File: src/rtl/simplebus_burst_follower.sv
// Memory-side simplebus follower: multi-phase address, programmable read latency,
// and read/write bursts of len+1 beats with a write-beat timeout.
module simplebus_burst_follower #(
    parameter int DATA_W     = 8,
    parameter int ABUS_W     = 8,
    parameter int ADDR_W     = 16,
    parameter int MEM_DEPTH  = 256,
    parameter int LEN_W      = 2,
    parameter int RD_LATENCY = 2,
    parameter int WR_TIMEOUT = 16
) (
    input  logic              clock,
    input  logic              resetN,
    input  logic              start,
    input  logic              read,
    input  logic [LEN_W-1:0]  len,
    input  logic [ABUS_W-1:0] address,
    input  logic [DATA_W-1:0] data_in,
    input  logic              dv_in,
    output logic [DATA_W-1:0] data_out,
    output logic              data_oe,
    output logic              dv_out,
    output logic              dv_oe,
    output logic              busy,
    output logic              err
);
    localparam int NPH      = ADDR_W / ABUS_W;
    localparam int MEM_AW   = (MEM_DEPTH > 1) ? $clog2(MEM_DEPTH) : 1;
    localparam int PH_W     = (NPH > 1) ? $clog2(NPH) : 1;
    localparam int LAT_W    = (RD_LATENCY > 1) ? $clog2(RD_LATENCY) : 1;
    localparam int TO_W     = (WR_TIMEOUT > 1) ? $clog2(WR_TIMEOUT) : 1;
    localparam int LAT_LAST = (RD_LATENCY > 0) ? RD_LATENCY - 1 : 0;

    typedef enum logic [2:0] {IDLE, ADDR, RWAIT, RDATA, WDATA} state_t;

    state_t              state_q;
    logic [MEM_AW-1:0]   addr_q;
    logic [LEN_W-1:0]    len_q;
    logic [LEN_W-1:0]    beat_q;
    logic [PH_W-1:0]     ph_q;
    logic [LAT_W-1:0]    lat_q;
    logic [TO_W-1:0]     to_q;
    logic                err_q;

    logic [DATA_W-1:0]   mem [MEM_DEPTH];
    logic [MEM_AW-1:0]   addr_d;
    logic [MEM_AW-1:0]   idx;
    logic                rd_active;
    logic                wr_en;

    // Only the low MEM_AW address bits matter, so phases shift through a
    // register no wider than the memory index.
    assign addr_d    = MEM_AW'(addr_q << ABUS_W) | MEM_AW'(address);
    assign idx       = addr_q + MEM_AW'(beat_q);
    assign rd_active = (state_q == RDATA);
    assign wr_en     = (state_q == WDATA) && dv_in;

    function automatic state_t after_addr(input logic rd);
        if (!rd)                return WDATA;
        else if (RD_LATENCY > 0) return RWAIT;
        else                    return RDATA;
    endfunction

    always_ff @(posedge clock or negedge resetN) begin
        if (!resetN) begin
            state_q <= IDLE;
            addr_q  <= '0;
            len_q   <= '0;
            beat_q  <= '0;
            ph_q    <= '0;
            lat_q   <= '0;
            to_q    <= '0;
            err_q   <= 1'b0;
        end else begin
            err_q <= 1'b0;
            case (state_q)
                IDLE: if (start) begin
                    addr_q  <= MEM_AW'(address);
                    len_q   <= len;
                    beat_q  <= '0;
                    ph_q    <= PH_W'(1);
                    lat_q   <= '0;
                    to_q    <= '0;
                    state_q <= (NPH == 1) ? after_addr(read) : ADDR;
                end
                ADDR: begin
                    addr_q <= addr_d;
                    if (ph_q == PH_W'(NPH - 1)) state_q <= after_addr(read);
                    else                        ph_q    <= ph_q + 1'b1;
                end
                RWAIT: begin
                    if (lat_q == LAT_W'(LAT_LAST)) state_q <= RDATA;
                    else                           lat_q   <= lat_q + 1'b1;
                end
                RDATA: begin
                    if (beat_q == len_q) state_q <= IDLE;
                    else                 beat_q  <= beat_q + 1'b1;
                end
                WDATA: begin
                    if (dv_in) begin
                        to_q <= '0;
                        if (beat_q == len_q) state_q <= IDLE;
                        else                 beat_q  <= beat_q + 1'b1;
                    end else if (to_q == TO_W'(WR_TIMEOUT - 1)) begin
                        state_q <= IDLE;
                        err_q   <= 1'b1;
                    end else begin
                        to_q <= to_q + 1'b1;
                    end
                end
                default: state_q <= IDLE;
            endcase
        end
    end

    // Storage is deliberately not reset; contents survive a bus reset.
    always_ff @(posedge clock) begin
        if (wr_en) mem[idx] <= data_in;
    end

    assign data_out = rd_active ? mem[idx] : '0;
    assign data_oe  = rd_active;
    assign dv_oe    = rd_active;
    assign dv_out   = rd_active;
    assign busy     = (state_q != IDLE);
    assign err      = err_q;
endmodule
File: config.mk
export PLATFORM = sky130hd
export DESIGN_NAME = simplebus_burst_follower
export DESIGN_NICKNAME = d
export VERILOG_FILES = /design/src/rtl/simplebus_burst_follower.sv
export SDC_FILE = /design/constraint.sdc
export NUM_CORES = 2
export LEC_CHECK = 0
export BUFFER_PORTS_ARGS = -buffer_cell sky130_fd_sc_hd__buf_2
export CAP_MARGIN = 15
export CELL_PAD_IN_SITES_DETAIL_PLACEMENT = 1
export CELL_PAD_IN_SITES_GLOBAL_PLACEMENT = 1
export CORE_MARGIN = 2
export CORE_UTILIZATION = 40
export CTS_CLUSTER_SIZE = 16
export DETAILED_ROUTE_END_ITERATION = 7
export PLACE_DENSITY = 0.68
export SETUP_SLACK_MARGIN = 0.3
export SLEW_MARGIN = 15
export SYNTH_ARGS = -nofsm -noshare
export SYNTH_HDL_FRONTEND = slang
export SYNTH_SLANG_ARGS = --single-unit
File: constraint.sdc
create_clock -name clock -period 3.35 [get_ports clock]
set_input_delay 0.335 -clock clock [delete_from_list [all_inputs] [get_ports clock]]
set_output_delay 0.335 -clock clock [all_outputs]
set_load 0.01 [all_outputs]
Word level (Yosys, flattened, before mapping)
Memories as Yosys holds them, arrays and structs flattened.
Cells that the tools add are included.
{"block": "classes", "addsub": 5, "eq_ne": 12, "n_mux": 30, "reduce_logical": 13}
{"cell": "$mux W3", "n": 7}
{"cell": "$mux W8", "n": 2}
{"cell": "$pmux W8 S2", "n": 1}
{"cell": "$pmux W3 S5", "n": 1}
{"cell": "$mux W4", "n": 3}
{"cell": "$mux W1", "n": 9}
{"cell": "$add A8 B2 Y8", "n": 1}
{"cell": "$ne A2 B2 Y1 const B", "n": 4}
{"cell": "$pmux W4 S2", "n": 1}
{"cell": "$eq A3 B2 Y1 const B", "n": 2}
{"cell": "$mux W2", "n": 3}
{"cell": "$pmux W2 S3", "n": 1}
{"cell": "$reduce_and A2 Y1", "n": 3}
{"cell": "$reduce_and A3 Y1", "n": 2}
{"cell": "$reduce_bool A2 Y1", "n": 3}
{"cell": "$reduce_bool A3 Y1", "n": 2}
{"cell": "$add A4 B1 Y4 const B", "n": 1}
{"cell": "$eq A4 B4 Y1 const B", "n": 1}
{"cell": "$pmux W1 S2", "n": 2}
{"cell": "$reduce_and A4 Y1", "n": 1}
{"cell": "$eq A3 B1 Y1 const B", "n": 1}
{"cell": "$eq A3 B3 Y1 const B", "n": 1}
{"cell": "$logic_not A3 Y1", "n": 1}
{"cell": "$ne A3 B2 Y1 const B", "n": 1}
{"cell": "5 further kinds", "n": 6}
{"block": "totals", "regBits": 22, "mem_bits_rw": 2048, "inputBits": 23, "output_inout_bits": 13, "wordCells": 69, "n_memories": 1}
{"memory": "mem", "words": 256, "width": 8, "rd": 1, "rd_clocked_by_memory_dff": 0, "wr": 1, "line_no": "45", "source": "logic [DATA_W-1:0] mem [MEM_DEPTH];"}

Depth between registers and ports, before layout
{"block": "logic_depth", "ltp_word": 4, "mapped_depth": 14, "mapped_depth_nobuf": 9}

Least setup slack after synthesis
No wires, ideal clock.
{"block": "synth_path", "kind": "register to output", "from": "reg beat_q[0]", "to": "out data_out[7]", "arrival_ps": 3254, "slack_ps": -239, "stages_incl_launch_ff": 12, "path_cell_list": "dfrtp_1 > ha_1 > fa_1 > buf_4 > buf_4 > buf_2 > clkbuf_1 > mux4_2 > mux4_2 > o22ai_1 > nor2_1 > and4_1"}
{"block": "synth_between", "elab_chain_cells": 3}
{"element": "start: declaration", "line_no": "39", "source": "logic [LEN_W-1:0] beat_q;"}
{"element": "start signal: assignment", "line_no": "97", "source": "else beat_q <= beat_q + 1'b1;"}
{"element": "start signal: assignment", "line_no": "103", "source": "else beat_q <= beat_q + 1'b1;"}
{"element": "$add A8 B2 Y8", "line_no": "54", "source": "assign idx = addr_q + MEM_AW'(beat_q);"}
{"element": "$mem_v2 Z256 W8"}
{"element": "$mux W8", "line_no": "121", "source": "assign data_out = rd_active ? mem[idx] : '0;"}
{"element": "end: declaration", "line_no": "20", "source": "output logic [DATA_W-1:0] data_out,"}
Every way passes these cells.

Worst setup path in the final report
{"block": "layout_path", "from": "reg beat_q[0]", "to": "out data_out[5]"}
The elaborated chain is that of the path after synthesis.

==> flow_metrics.py <==
metrics = {
    "sta": {
        "rsz0062_at_grt": "true",
        "max_clock_freq_mhz": 193.9,
        "period_share": 1.539,
        "finalClockSkew_ps": 55.34,
        "fin_crit_ps": 5156,
        "relSlewSlack": 0.2371,
        "worst_slack_ps": -1806,
        "setup_viol": 95,
        "worstMarginPinSlew_ps": 1142,
        "drv_slew": 0,
        "final-hold-violation-count": 0,
    },
    "worst_setup_path": {
        "crit_type": "flip-flop to primary output",
        "path_max_fanout": 8,
        "critPathRequiredTime_ps": 3010,
        "worstSetupStartpointType": "flip-flop",
        "critPathCaptureType": "primary output",
        "cp.arrival_ps": 4820,
        "r2r_slack_ps": -70,
    },
    "routing": {
        "top_layer": "met5",
        "drt-total-wl_um": 230500,
        "wl_per_cell_um": 32.05,
        "viasPerCell": 5.774,
        "met1_length_um": 92660,
        "routed-wl-met3_um": 16060,
        "drc": 0,
        "antenna_left": 0,
        "drtIter0Drc": 4773,
        "wl_met2_um": 114700,
        "num_vias": 41520,
        "dr.pass1.iters": 6,
    },
    "power": {
        "p_total_w": 0.09281,
        "ir_worst_vdd_v": 0.0006166,
        "p_per_area_nw_per_um2": 923.6,
        "cellLeakagePower_nw": 32.11,
    },
    "placement": {
        "post-place-ws_ps": -1419,
        "portBuffers": 35,
        "dp_hpwl_um": 148800,
        "gp_congestion": 0.8808,
    },
    "cells_and_area": {
        "layout-drive-gt1-share": 0.4327,
        "area_growth_pct": 23.72,
        "num-fill-cells": 17840,
        "fin_util": 0.4977,
        "fin_nets": 4377,
    },
    "floorplanning": {
        "initial_utilization": 0.4022,
        "rows": 165,
        "dieArea_um2": 206700,
        "die_x_um": 454.6,
        "io_pins": 36,
        "core_area_um2": 201900,
        "die_h_um": 454.6,
    },
    "hold_path": {
        "hold_path_class": "input pin to flip-flop",
    },
    "run_status": {
        "violations": "negative setup slack",
        "status": "finished, violations left",
    },
    "global_route": {
        "grt_start_max_net_pins": 111,
        "grt_antenna_before_repair": 4,
        "track_usage": 0.2239,
        "grt_pass1_wl_um": 329500,
        "grt_pass1_vias": 43380,
        "grt_overflow": 0,
    },
    "yosys": {
        "synthFlopType": "edfxtp_1",
        "synthCells": 3577,
        "seq_area_frac_synth": 0.7640,
        "ys_ff_latch": 2070,
        "ys_warn_count": 0,
        "avgSynthCellArea_um2": 22.70,
        "ys_async_sr_fraction": 0.01063,
        "synth_edf_count": 2048,
        "synthesis.area_um2": 81210,
        "synth_fp_nets": 3604,
        "ys_types": 75,
    },
    "clock_network": {
        "clkSinkCount": 2070,
        "cts.path.max_buffers": 3,
        "root_buffer": "clkbuf_16",
        "numCtsBuffers": 210,
        "tritoncts": "yes",
        "path_clk_slew_ps": 60,
        "clock_latency_ps": 870,
        "h-tree-depth": 4,
    },
    "flow_run": {
        "maxCapViolations": 0,
    },
}
-- critical path, cell delays in order (launching register included) --
cell and delay [ps]:
dfrtp_1 420, ha_4 190, fa_4 840, buf_12 140, buf_12 150, buf_16 160
buf_6 120, mux4_2 170, mux4_2 340, o22ai_2 90, or4_4 600, nor4_4 460
buf_2 240
-- power breakdown --
part	switching (W)	internal [W]	leakage [nW]
clock network	0.0102	0.0132	3.31
registers	0.000140	0.0286	18.7
logic	0.0203	0.0203	10.1
-- cells by family (layout without fill, tap and decap cells) --
kind of cell	Yosys count	after routing	share of synthesized area
multiplexers	646	646	0.1772
AO/OA/AOI/OAI	147	147	0.01225
flip-flops	2070	2070	0.7640
other	0	3	0
XOR/XNOR	10	10	0.001310
buffers and inverters	220	1159	0.01876
AND/OR/NAND/NOR	480	480	0.02579
adder cells (fa/ha/maj)	4	4	0.0007087
-- final timing paths --
kind,from,cells past startpoint,endpoint
max,beat_q[0],12,data_out[5]
min,data_in[3],1,mem[158][3]
max reg2reg,beat_q[0],11,mem[167][7]
min reg2reg,to_q[2],1,to_q[2]
max in group asynchronous,resetN,4,to_q[1]
min in group asynchronous,resetN,3,beat_q[1]
-- cell usage after synthesis, types with 4 or more instances --
master,instances,share of area
mux2_2,11,0.0015
inv_1,5,0.00023
a21oi_1,23,0.0014
buf_12,14,0.0035
edfxtp_1,2048,0.76
or3_1,7,0.00054
nand2b_1,11,0.00085
buf_1,8,0.00037
o21ai_1,7,0.00043
buf_6,29,0.0040
and3_1,4,0.00031
buf_4,40,0.0037
or4_1,4,0.00037
xor2_1,4,0.00043
mux4_1,50,0.016
o21ai_0,24,0.0015
nor2_1,311,0.014
mux4_2,567,0.16
nor4_1,5,0.00039
and2_1,7,0.00054
o22ai_1,40,0.0031
a22oi_1,5,0.00046
clkbuf_1,52,0.0024
dfrtp_1,22,0.0068
mux2i_1,18,0.0022
a211oi_1,11,0.0010
nand2_1,67,0.0031
or2_2,5,0.00039
xnor2_1,5,0.00054
nor3_1,8,0.00049
nand3_1,30,0.0018
buf_2,70,0.0043
-- layout make-up --
type	count	area (um2)	area share
timing repair buffer	776	8691	0.08649
clock buffer	246	5433	0.05407
antenna	3	7.507	0.00007471
multi-input combinational	1287	19550	0.1945
clock inverter	132	1394	0.01387
tap	2672	3343	0.03327
inverter	5	18.77	0.0001868
sequential	2070	62050	0.6175
-- what timing repair did --
action	4_1_cts	5_1_grt
hold buffers	17	0
cloned	11	2
hold endpoints to repair	78	0
setup endpoints to repair	1966	2051
setup buffers	56	48
pin swaps	51	61
gates resized for setup	191	152
-- per-stage QoR --
stage	setup TNS [ps]	hold slack [ps]	cells	area [um2]
floorplan	0	39.41	3577	82480
global placement	-190970	372.6	6676	90500
detailed placement	-253580	387.2	6676	90500
CTS	-78980	6.794	7138	99200
global route	-28750	32.71	7188	100500
finish	-16520	4.118	7191	100500
-- metal layers --
metal | track usage | vias to the layer above
met5 | 0 | -
li1 | - | 16730
met2 | 0.3706 | 1829
met3 | 0.03494 | 333
met4 | 0.06224 | 4
met1 | 0.3091 | 22630
-- layout by cell type (no fill, tap or decap), types with 22 or more instances in the layout --
master	n
mux4_2	573
nand2_1	48
buf_6	56
buf_4	475
clkbuf_1	34
nor2_4	136
clkbuf_16	214
nor2_2	58
buf_12	169
dfrtp_1	22
mux4_1	44
nor2_1	117
clkinv_1	48
buf_2	22
clkinv_2	34
edfxtp_1	2048
nand3_1	28
-- registers in the layout (all words and copies together) (netlist names) --
name and cells:
state_q 3, beat_q 2, mem 2048, ph_q 1, len_q 2, lat_q 1
addr_q 8, to_q 4, err 1
(Power assumes the default switching activity.)
